**src/rtl/mpt_pkg.sv**
```systemverilog
// Shared MPT walker types: PLB lookup request, access-type encoding and PLB entry layout.
package mpt_pkg;

  localparam int unsigned SDID_WIDTH = 6;
  localparam int unsigned SPA_WIDTH  = 34;

  typedef enum logic [1:0] {
    ACCESS_READ  = 2'd0,
    ACCESS_WRITE = 2'd1,
    ACCESS_EXEC  = 2'd2
  } access_type_e;

  typedef struct packed {
    logic [SDID_WIDTH-1:0] sdid;
    logic [SPA_WIDTH-1:0]  spa;
    access_type_e          access_type;
  } plb_lookup_req_t;

  localparam int unsigned PLB_PERM_R     = 0;
  localparam int unsigned PLB_PERM_W     = 1;
  localparam int unsigned PLB_PERM_X     = 2;
  localparam int unsigned PLB_PERM_WIDTH = 3;

  // Page number is held at full SPA width so any page offset fits without truncation.
  typedef struct packed {
    logic [SDID_WIDTH-1:0] sdid;
    logic [SPA_WIDTH-1:0]  page;
  } plb_tag_t;

  typedef struct packed {
    logic                      valid;
    plb_tag_t                  tag;
    logic [PLB_PERM_WIDTH-1:0] perm;
  } plb_entry_t;

  function automatic plb_tag_t plb_make_tag(input plb_lookup_req_t req,
                                            input int unsigned page_offset);
    plb_tag_t tag;
    tag.sdid = req.sdid;
    tag.page = req.spa >> page_offset;
    return tag;
  endfunction

endpackage

```
**src/rtl/plb_cache_replacement.sv**
```systemverilog
// PLB insert slot selection: lowest free entry first, otherwise a round-robin victim.
module plb_replacement #(
  parameter int unsigned NUM_ENTRIES = 8,
  localparam int unsigned IDX_W = $clog2(NUM_ENTRIES)
) (
  input  logic                   clk_i,
  input  logic                   rst_ni,
  input  logic [NUM_ENTRIES-1:0] valid_i,
  input  logic                   alloc_i,
  output logic [IDX_W-1:0]       idx_c
);

  logic [IDX_W-1:0] victim_q;
  logic [IDX_W-1:0] free_idx;
  logic             free_found;

  // Scan downward so the last assignment wins with the lowest free index.
  always_comb begin
    free_found = 1'b0;
    free_idx   = '0;
    for (int i = NUM_ENTRIES - 1; i >= 0; i--) begin
      if (!valid_i[i]) begin
        free_found = 1'b1;
        free_idx   = IDX_W'(i);
      end
    end
  end

  assign idx_c = free_found ? free_idx : victim_q;

  // Victim only advances when it was actually consumed; wraps naturally (power of two).
  always_ff @(posedge clk_i or negedge rst_ni) begin
    if (!rst_ni) begin
      victim_q <= '0;
    end else if (alloc_i && !free_found) begin
      victim_q <= victim_q + IDX_W'(1);
    end
  end

endmodule

```
**src/rtl/plb_cache.sv**
```systemverilog
// Permission Lookaside Buffer: fully associative {SDID, page} -> R/W/X store on a MEM slave port.
module plb_cache
  import mpt_pkg::*;
#(
  parameter int unsigned NUM_ENTRIES       = 8,
  parameter int unsigned PAGE_OFFSET_WIDTH = 12,
  localparam int unsigned PLB_REQ_WIDTH    = $bits(plb_lookup_req_t)
) (
  input  logic                     clk_i,
  input  logic                     rst_ni,
  input  logic                     plb_cache_mem_req,
  output logic                     plb_cache_mem_gnt,
  input  logic                     plb_cache_mem_we,
  input  logic [PLB_REQ_WIDTH-1:0] plb_cache_mem_addr,
  input  logic [PLB_REQ_WIDTH-1:0] plb_cache_mem_wdata,
  output logic                     plb_cache_mem_valid,
  output logic [PLB_REQ_WIDTH-1:0] plb_cache_mem_data,
  input  logic                     plb_flush_all_i,
  input  logic                     plb_flush_sdid_i,
  input  logic [SDID_WIDTH-1:0]    plb_flush_sdid_val_i
);

  localparam int unsigned IDX_W = $clog2(NUM_ENTRIES);

  plb_entry_t                entries_q [NUM_ENTRIES];
  plb_lookup_req_t           req;
  plb_tag_t                  req_tag;
  logic [NUM_ENTRIES-1:0]    valid_vec;
  logic                      match_any;
  logic [IDX_W-1:0]          match_idx;
  logic                      hit_c;
  logic [PLB_PERM_WIDTH-1:0] need_perm;
  logic [IDX_W-1:0]          repl_idx;
  logic [IDX_W-1:0]          write_idx;
  logic                      lookup_fire;
  logic                      insert_fire;
  logic                      rsp_valid_q;
  logic                      rsp_hit_q;
  logic                      unused_wdata;

  assign req     = plb_lookup_req_t'(plb_cache_mem_addr);
  assign req_tag = plb_make_tag(req, PAGE_OFFSET_WIDTH);

  assign plb_cache_mem_gnt = plb_cache_mem_req && !plb_flush_all_i && !plb_flush_sdid_i;
  assign lookup_fire       = plb_cache_mem_gnt && !plb_cache_mem_we;
  assign insert_fire       = plb_cache_mem_gnt && plb_cache_mem_we;

  assign unused_wdata = ^plb_cache_mem_wdata[PLB_REQ_WIDTH-1:PLB_PERM_WIDTH];

  // Permission bit demanded by the access type; unknown encodings demand nothing and miss.
  always_comb begin
    need_perm = '0;
    case (req.access_type)
      ACCESS_READ:  need_perm[PLB_PERM_R] = 1'b1;
      ACCESS_WRITE: need_perm[PLB_PERM_W] = 1'b1;
      ACCESS_EXEC:  need_perm[PLB_PERM_X] = 1'b1;
      default:      need_perm = '0;
    endcase
  end

  // Tag compare across all entries; a tag match without the permission is still a miss.
  always_comb begin
    valid_vec = '0;
    match_any = 1'b0;
    match_idx = '0;
    hit_c     = 1'b0;
    for (int unsigned i = 0; i < NUM_ENTRIES; i++) begin
      valid_vec[i] = entries_q[i].valid;
      if (entries_q[i].valid && (entries_q[i].tag == req_tag)) begin
        match_any = 1'b1;
        match_idx = IDX_W'(i);
        if (|(entries_q[i].perm & need_perm)) begin
          hit_c = 1'b1;
        end
      end
    end
  end

  plb_replacement #(
    .NUM_ENTRIES(NUM_ENTRIES)
  ) u_replacement (
    .clk_i   (clk_i),
    .rst_ni  (rst_ni),
    .valid_i (valid_vec),
    .alloc_i (insert_fire && !match_any),
    .idx_c   (repl_idx)
  );

  assign write_idx = match_any ? match_idx : repl_idx;

  // Flushes never coincide with an insert because they drop the grant.
  always_ff @(posedge clk_i or negedge rst_ni) begin
    if (!rst_ni) begin
      for (int unsigned i = 0; i < NUM_ENTRIES; i++) begin
        entries_q[i] <= '0;
      end
    end else if (plb_flush_all_i) begin
      for (int unsigned i = 0; i < NUM_ENTRIES; i++) begin
        entries_q[i].valid <= 1'b0;
      end
    end else if (plb_flush_sdid_i) begin
      for (int unsigned i = 0; i < NUM_ENTRIES; i++) begin
        if (entries_q[i].tag.sdid == plb_flush_sdid_val_i) begin
          entries_q[i].valid <= 1'b0;
        end
      end
    end else if (insert_fire) begin
      entries_q[write_idx].valid <= 1'b1;
      entries_q[write_idx].tag   <= req_tag;
      entries_q[write_idx].perm  <= plb_cache_mem_wdata[PLB_PERM_WIDTH-1:0];
    end
  end

  // Every grant yields exactly one response next cycle; inserts answer with zero.
  always_ff @(posedge clk_i or negedge rst_ni) begin
    if (!rst_ni) begin
      rsp_valid_q <= 1'b0;
      rsp_hit_q   <= 1'b0;
    end else begin
      rsp_valid_q <= plb_cache_mem_gnt;
      rsp_hit_q   <= lookup_fire && hit_c;
    end
  end

  assign plb_cache_mem_valid = rsp_valid_q;
  assign plb_cache_mem_data  = PLB_REQ_WIDTH'(rsp_hit_q);

endmodule

```
**config.mk**
```make
export PLATFORM = sky130hd
export DESIGN_NAME = plb_cache
export DESIGN_NICKNAME = d
export VERILOG_FILES = /design/src/rtl/mpt_pkg.sv /design/src/rtl/plb_cache_replacement.sv /design/src/rtl/plb_cache.sv
export SDC_FILE = /design/constraint.sdc
export NUM_CORES = 1
export LEC_CHECK = 0
export ABC_AREA = 0
export BUFFER_PORTS_ARGS = -buffer_cell sky130_fd_sc_hd__buf_2
export CORE_MARGIN = 1
export CORE_UTILIZATION = 60
export CTS_CLUSTER_DIAMETER = 50
export CTS_CLUSTER_SIZE = 20
export DETAILED_ROUTE_END_ITERATION = 10
export PLACE_DENSITY = 0.78
export SLEW_MARGIN = 20
export SYNTH_ARGS = -nofsm -noshare
export SYNTH_HDL_FRONTEND = slang
export SYNTH_SLANG_ARGS = --single-unit
export TNS_END_PERCENT = 5
```
**constraint.sdc**
```tcl
create_clock -name clk_i -period 4.3 [get_ports clk_i]
set_clock_uncertainty 0.1 [all_clocks]
set_input_delay 0.43 -clock clk_i [delete_from_list [all_inputs] [get_ports clk_i]]
set_output_delay 0.43 -clock clk_i [all_outputs]
set_load 0.005 [all_outputs]
```
# Word-level counts from Yosys, hierarchy flattened
# Index checks and enable logic that the tools add are counted.
# word_totals
reg_bits	357
inputBits	96
out_inout_bits	44
word_cells	201
# op_classes
add_sub_neg	1
n_lt_le_gt_ge	2
n_eq_ne	26
muxes	86
n_bitwise	11
n_reduce_logical	40
# ops
op	n
$bwmux 352	3
$demux 44 s3	3
$mux 352	1
$eq 40x40->1	8
$mux 1	60
$mux 3	17
$eq 6x6->1	8
$mux 44	1
$mux 43	1
$and 3x3->3	8
$ne 3x2->1 const B	8
$reduce_or 3->1	8
$logic_and 1x1->1	16
$reduce_and 2->1	8
$logic_not 1->1	5
$ge 4x4->1 const B	1
$lt 4x1->1 const B	1
$not 3->4	1
$add 3x1->3 const B	1
$reduce_and 3->1	1
$reduce_bool 3->1	1
$eq 2x1->1 const B	1
$eq 2x2->1 const B	1
$logic_not 2->1	1
$not 1->1	2

# Logic depth before layout (Yosys ltp)
# depth
depth_word	22
depth_mapped	13

# Modules after synthesis
# From an unflattened synthesis, not the netlist that was laid out.
# hier_totals
cells_unflattened	1113
hier_area_um2	13842.0
# modules_own_cells
mod	n_inst	cells_per_inst	area_per_inst_um2
plb_cache	1	1089	13621.8
plb_replacement	1	24	220.2

# Worst setup path before layout
# OpenSTA, ideal clock, no wires.
# synth_timing
path_type	in2reg
startpoint	in plb_cache_mem_addr[18]
endpoint	reg entries_q[100] (netlist bit)
setup_time_ps	125
arrival_ps	3153
required_time_ps	4075
setup_slack_ps	922
cell_stages	11
n_path_buf	3
cell_sequence	buf_2 -> a221o_1 -> or4_1 -> or4_4 -> a21o_1 -> a31oi_1 -> mux2_4 -> nand2b_1 -> buf_2 -> buf_6 -> mux2_4
# synth_via
elab_chain_cells	18
# synth_rtl
element	line	text
start: declaration	plb_cache.sv:14	input logic [PLB_REQ_WIDTH-1:0] plb_cache_mem_addr,
$eq 40x40->1	plb_cache.sv:69	if (entries_q[i].valid && (entries_q[i].tag == req_tag)) begin
$logic_and 1x1->1	plb_cache.sv:69	
$mux 1 (8 in series)	plb_cache.sv:69	
$mux 3 (*)	plb_cache.sv:89	assign write_idx = match_any ? match_idx : repl_idx;
$not 3->4 (implied by the code) (*)	plb_cache.sv:108, plb_cache.sv:109, plb_cache.sv:110	
$ge 4x4->1 (implied by the code) or $lt 4x1->1 (tied branches)	plb_cache.sv:109	entries_q[write_idx].tag <= req_tag;
$logic_and 1x1->1 (implied by the code)	plb_cache.sv:109	
$mux 43 (implied by the code)	plb_cache.sv:109	
$demux 44 s3	plb_cache.sv:109	
$bwmux 352	plb_cache.sv:109	
$bwmux 352 (*)	plb_cache.sv:110	entries_q[write_idx].perm <= plb_cache_mem_wdata[PLB_PERM_WIDTH-1:0];
end: declaration	plb_cache.sv:25	plb_entry_t entries_q [NUM_ENTRIES];
# Mark *: on every way between the ends. The rest lies on a longest branch, timed or not.
# A chain may end at the register's enable or synchronous reset.

# Worst setup path in the final report
# layout_timing
startpoint	reg entries_q[40] (netlist bit)
endpoint	reg entries_q[286] (netlist bit)
# layout_via
elab_chain_cells	11
# layout_rtl
element	line
$eq 40x40->1 (*)	plb_cache.sv:69
$logic_and 1x1->1 (*)	plb_cache.sv:69
$mux 3 or $mux 1 (tied branches)	plb_cache.sv:69
$mux 3 (*)	plb_cache.sv:89
$not 3->4 (implied by the code) (*)	plb_cache.sv:108, plb_cache.sv:109, plb_cache.sv:110
$ge 4x4->1 (implied by the code) or $lt 4x1->1 (tied branches)	plb_cache.sv:109
$logic_and 1x1->1 (implied by the code)	plb_cache.sv:109
$mux 43 (implied by the code)	plb_cache.sv:109
$demux 44 s3	plb_cache.sv:109
$bwmux 352	plb_cache.sv:109
$bwmux 352 (*)	plb_cache.sv:110
# Marks and branches as above.

==> impl_summary.log <==
[metrics] final number of max-transition violations: 0
[metrics] I/O pin count: 140
[metrics] slowest CP cell: sky130_fd_sc_hd__nor3_1
[metrics] Critical Setup Path Class: register to register
[metrics] number of enable-type register cells in the synthesized netlist: 0
[metrics] asr flop ratio synth: 100%
[metrics] proportion of power drawn by the clock network: a little over two fifths
[metrics] fraction of the mapped netlist area in compound gates: slightly above 2%
[metrics] post-synth cell types: 53
[metrics] crit-path max cell delay: between 0.5 and 0.6 ns
[metrics] initial standard-cell utilization of the core: between 60% and 70%
[metrics] maximum VDD drop: ~0.00035 V
[metrics] row cnt: 55
[metrics] number of setup buffers added after CTS: 0
[metrics] Internal: 4160 uW
[metrics] Detailed Route Iter0 Violations: 568
[metrics] netlist area before placement: 14100 sq um
[metrics] headroom to the max-slew limit: roughly 36%
[metrics] cell area power density: approximately 360 nW/um^2
[metrics] post-synthesis register bit count: 261
[metrics] Mapped Cells: between 1000 and 1500
[metrics] via total after detailed routing: between 8000 and 9000
[metrics] Clock Tree Root: sky130_fd_sc_hd__clkbuf_16
[metrics] largest fanout of any net on the critical path: 29
[metrics] Synth-to-Final Area Change: 10.7%
[metrics] CP top delay family: simple AND/OR/NAND/NOR gates
[metrics] Core Util, Final: around two thirds
[metrics] clk sinks: approximately 260
[metrics] vias per cell: between 5 and 6
[metrics] time the worst path needs with I/O delays and setup: between 3 and 4 ns
[metrics] cell taking the most area after synthesis: sky130_fd_sc_hd__dfrtp_1
[metrics] clock tree from TritonCTS: yes
[metrics] final-stage net count: about 1300
[metrics] initial antenna violation count: 2
[metrics] Synth Area in Adders: less than 1%
[metrics] Buf/Inv on CP: 2
[metrics] status: complete, no violations
[metrics] Final ANT Viol Nets: 0
[metrics] Final Hold Viols: 0
[metrics] proportion of netlist area held by the largest area contributor: about 46%
[metrics] startpoint type of the worst setup path: register
[metrics] mux share of post-synthesis cell area: a little under a quarter
[metrics] post-DP HPWL: approximately 22 mm
[metrics] number of setup violations in the final report: 0
[metrics] die area: between 20000 and 25000 sq um
[metrics] clock input transition at the sequential cells of the worst setup and hold paths: around 0.060 ns
[metrics] combinational family with the most area after synthesis: multiplexers
[metrics] XOR/XNOR Fraction of Synth Area: around 17%
[metrics] die boundary width: roughly 160 microns
[metrics] share of cells above drive strength 1: between 30% and 40%
[metrics] required time of the worst setup path: 4.64 ns
[metrics] share of power burned in registers: between 40% and 50%
[metrics] Std-Cell Core Area: about 23000 sq um
[metrics] logic gate share of total power: between 10% and 20%
[metrics] antenna diode count: 0
[metrics] total of cells resized after clock tree synthesis: 0
[metrics] most common flop cell mapped by yosys: sky130_fd_sc_hd__dfrtp_1
[metrics] critical path's most frequent cell: sky130_fd_sc_hd__nor4_1
[metrics] number of clock buffers inserted by TritonCTS: 28
[metrics] mean instance size in the synthesized netlist: 12.6 sq um
[metrics] worst-path cell chain: xor2_1 -> nor4_1 -> nand4_1 -> nor4_1 -> buf_4 -> nand2b_2 -> nor3_1 -> nor3b_1 -> nor2b_4 -> buf_12 -> mux2_2
[metrics] final routed wirelength across all metal layers: about 33 mm
[metrics] placer's final routability congestion estimate: 0.912
[metrics] global-route wire length before repair: around 50 mm
[metrics] number of violations of the max-capacitance limit: 0
[metrics] total of buffers placed on input and output ports: 47
[metrics] proportion of synthesized chip area in sequential cells: around 46%
[metrics] count of H-tree levels built during CTS: 1
[metrics] global-route usage over all layers: 28.2%
[metrics] hold_buf cts: 2
[metrics] simple logic cell fraction of the synthesized area: under 10%
[metrics] # fillers: roughly 1600
[metrics] maximum buffer depth of the clock tree: 3
[metrics] Hold WC Path Type: input pin to register
[metrics] Sum Neg Setup Slack: 0 ns
[metrics] Routed wire per std cell: about 22 microns
[metrics] final setup slack of the worst path: between 0.7 and 0.8 ns
[metrics] DRC Markers: 0
[metrics] number of warnings issued by yosys: 0
[metrics] via count of the first global-routing pass: between 8000 and 9000
[metrics] unrepaired setup endpoints after global routing: false
[metrics] worst path arrival time: a little under 4 ns
[metrics] Leak: 0.00773 uW
[metrics] GR Overflow Total: 0
[metrics] final worst path period share: just over 80%
[metrics] Critical Path End Type: register
[metrics] overall power consumption: roughly 5600 uW
[metrics] detailed-routing iteration count for the pre-antenna-repair pass: 5
[metrics] Peak Freq: 0.285 GHz
[metrics] Psw: between 1000 and 1500 uW
[metrics] ranking of synthesized cells by area: sky130_fd_sc_hd__dfrtp_1 (46%), sky130_fd_sc_hd__mux2_2 (12%), sky130_fd_sc_hd__mux2_4 (9.4%), sky130_fd_sc_hd__xor2_1 (8.7%), sky130_fd_sc_hd__xnor2_1 (8.0%)
[metrics] minimum setup slack after placement: about 0.45 ns
[metrics] largest net degree at the start of global routing: between 100 and 150
[metrics] Sw Share: between 20% and 30%
[metrics] Die Height: 155 microns
[metrics] worst skew pair latency: between 0.5 and 0.6 ns
[metrics] actual transition at the worst max-transition pin: roughly 0.96 ns
## metrics by stage
stage          hold slack, ns  area (sq um)  std cells
2_1_floorplan          0.0344         14300       1160
3_3_place_gp            0.364         14700       1441
3_5_place_dp            0.365         14700       1441
4_1_cts                0.0244         15600       1495
5_1_grt                0.0349         15600       1495
6_report               0.0403         15600       1495
## cell families after synthesis
kind of cell | count (synthesis)
compound gates | 45
xor+xnor | 270
fa+ha+maj | 1
buf+inv | 142
flops | 261
mux | 256
other cells | 1
simple gates | 144
## per-layer routing
metal / up-vias / global-route usage (%) / part of all wire, %
met2: 241 / 45.8 / 47
met1: 4357 / 38.8 / 44
met3: 77 / 3.65 / 4.9
met4: 2 / 10.8 / 4.1
met5: - / 0 / 0.040
li1: 3862 / - / -
## registers in the layout, indices dropped and copies added, names as in the netlist
register,flops
rsp_hit_q,1
plb_cache_mem_valid,1
entries_q,256
u_replacement.victim_q,3
## layout make-up
type                       instances  area (sq um)  area share [%]
multi-input combinational        757          6910            44.1
sequential                       261          6530            41.7
timing repair buffer             105           836            5.34
clock buffer                      33           719            4.60
tap                              313           392            2.50
clock inverter                    19           235            1.50
inverter                           7          26.3           0.168
## worst reg2reg max path: stages, from the launching register on
cell and delay, ns:
sky130_fd_sc_hd__dfrtp_1 0.42, sky130_fd_sc_hd__xor2_1 0.42, sky130_fd_sc_hd__nor4_1 0.12, sky130_fd_sc_hd__nand4_1 0.12
sky130_fd_sc_hd__nor4_1 0.06, sky130_fd_sc_hd__buf_4 0.16, sky130_fd_sc_hd__nand2b_2 0.18, sky130_fd_sc_hd__nor3_1 0.55
sky130_fd_sc_hd__nor3b_1 0.40, sky130_fd_sc_hd__nor2b_4 0.27, sky130_fd_sc_hd__buf_12 0.22, sky130_fd_sc_hd__mux2_2 0.39
## cells in the mapped netlist (2+ instances only)
library cell / n
sky130_fd_sc_hd__dfrtp_1: 261
sky130_fd_sc_hd__mux2_2: 155
sky130_fd_sc_hd__xor2_1: 141
sky130_fd_sc_hd__xnor2_1: 129
sky130_fd_sc_hd__mux2_4: 88
sky130_fd_sc_hd__buf_4: 47
sky130_fd_sc_hd__nand4_1: 41
sky130_fd_sc_hd__nor4_1: 39
sky130_fd_sc_hd__buf_2: 37
sky130_fd_sc_hd__nand2_1: 23
sky130_fd_sc_hd__clkbuf_1: 22
sky130_fd_sc_hd__buf_1: 15
sky130_fd_sc_hd__o21ai_0: 15
sky130_fd_sc_hd__buf_6: 13
sky130_fd_sc_hd__mux2i_1: 8
sky130_fd_sc_hd__nand3_1: 8
sky130_fd_sc_hd__a21oi_1: 7
sky130_fd_sc_hd__inv_1: 7
sky130_fd_sc_hd__nor3_1: 6
sky130_fd_sc_hd__mux2_1: 5
sky130_fd_sc_hd__nor2_1: 4
sky130_fd_sc_hd__and4_1: 3
sky130_fd_sc_hd__nand2b_1: 3
sky130_fd_sc_hd__nor2b_1: 3
sky130_fd_sc_hd__nor3b_1: 3
sky130_fd_sc_hd__o211ai_1: 3
sky130_fd_sc_hd__o41ai_1: 3
sky130_fd_sc_hd__a221oi_1: 2
sky130_fd_sc_hd__a22oi_1: 2
sky130_fd_sc_hd__a31oi_1: 2
sky130_fd_sc_hd__o22ai_1: 2
sky130_fd_sc_hd__or4_1: 2
## worst paths after layout
kind                                                 from  slack (ns)                   endpoint  depth (start not counted)
worst min register to register  u_replacement.victim_q[2]        0.38  u_replacement.victim_q[2]                          1
min in group asynchronous                          rst_ni        0.45             entries_q[287]                          2
worst min-delay path                      plb_flush_all_i        0.04             entries_q[219]                          2
max in group asynchronous                          rst_ni        2.68             entries_q[270]                          3
worst max-delay path                        entries_q[40]        0.79             entries_q[286]                         11
worst max register to register              entries_q[40]        0.79             entries_q[286]                         11
## power groups by stage
| stage | logic [uW] | clock network, uW | registers (uW) |
|---|---|---|---|
| 4_1_cts | 564 | 2500 | 2620 |
| 6_report | 563 | 2460 | 2620 |
| 2_1_floorplan | 396 | 0 | 2650 |
| 3_5_place_dp | 553 | 0 | 2670 |
| 5_1_grt | 613 | 2600 | 2630 |
| 3_3_place_gp | 544 | 0 | 2660 |
## layout by cell type (no fill, tap or decap), types with 3 or more instances in the layout
cell type                   synthesis  layout
sky130_fd_sc_hd__nand2_1           23      23
sky130_fd_sc_hd__a21oi_1            7       7
sky130_fd_sc_hd__dfrtp_1          261     261
sky130_fd_sc_hd__mux2_1             5       5
sky130_fd_sc_hd__buf_2             37      46
sky130_fd_sc_hd__buf_12             0      12
sky130_fd_sc_hd__o211ai_1           3       3
sky130_fd_sc_hd__buf_4             47      44
sky130_fd_sc_hd__conb_1             1      41
sky130_fd_sc_hd__and4_1             3       3
sky130_fd_sc_hd__clkinv_4           0       3
sky130_fd_sc_hd__mux2_4            88      88
sky130_fd_sc_hd__clkinv_8           0       3
sky130_fd_sc_hd__inv_6              0       4
sky130_fd_sc_hd__xnor2_1          129     129
sky130_fd_sc_hd__nand2b_2           1       3
sky130_fd_sc_hd__inv_1              7       7
sky130_fd_sc_hd__nor4_1            39      39
sky130_fd_sc_hd__mux2_2           155     155
sky130_fd_sc_hd__o41ai_1            3       3
sky130_fd_sc_hd__nor3b_1            3       3
sky130_fd_sc_hd__clkbuf_1          22       5
sky130_fd_sc_hd__nand3_1            8       8
sky130_fd_sc_hd__nor3_1             6       6
sky130_fd_sc_hd__nor2_1             4       4
sky130_fd_sc_hd__inv_8              0       4
sky130_fd_sc_hd__mux2i_1            8       8
sky130_fd_sc_hd__clkbuf_16          0      28
sky130_fd_sc_hd__nand4_1           41      41
sky130_fd_sc_hd__xor2_1           141     141
sky130_fd_sc_hd__o21ai_0           15      15
Note: power is estimated with default switching activity, not from simulation.
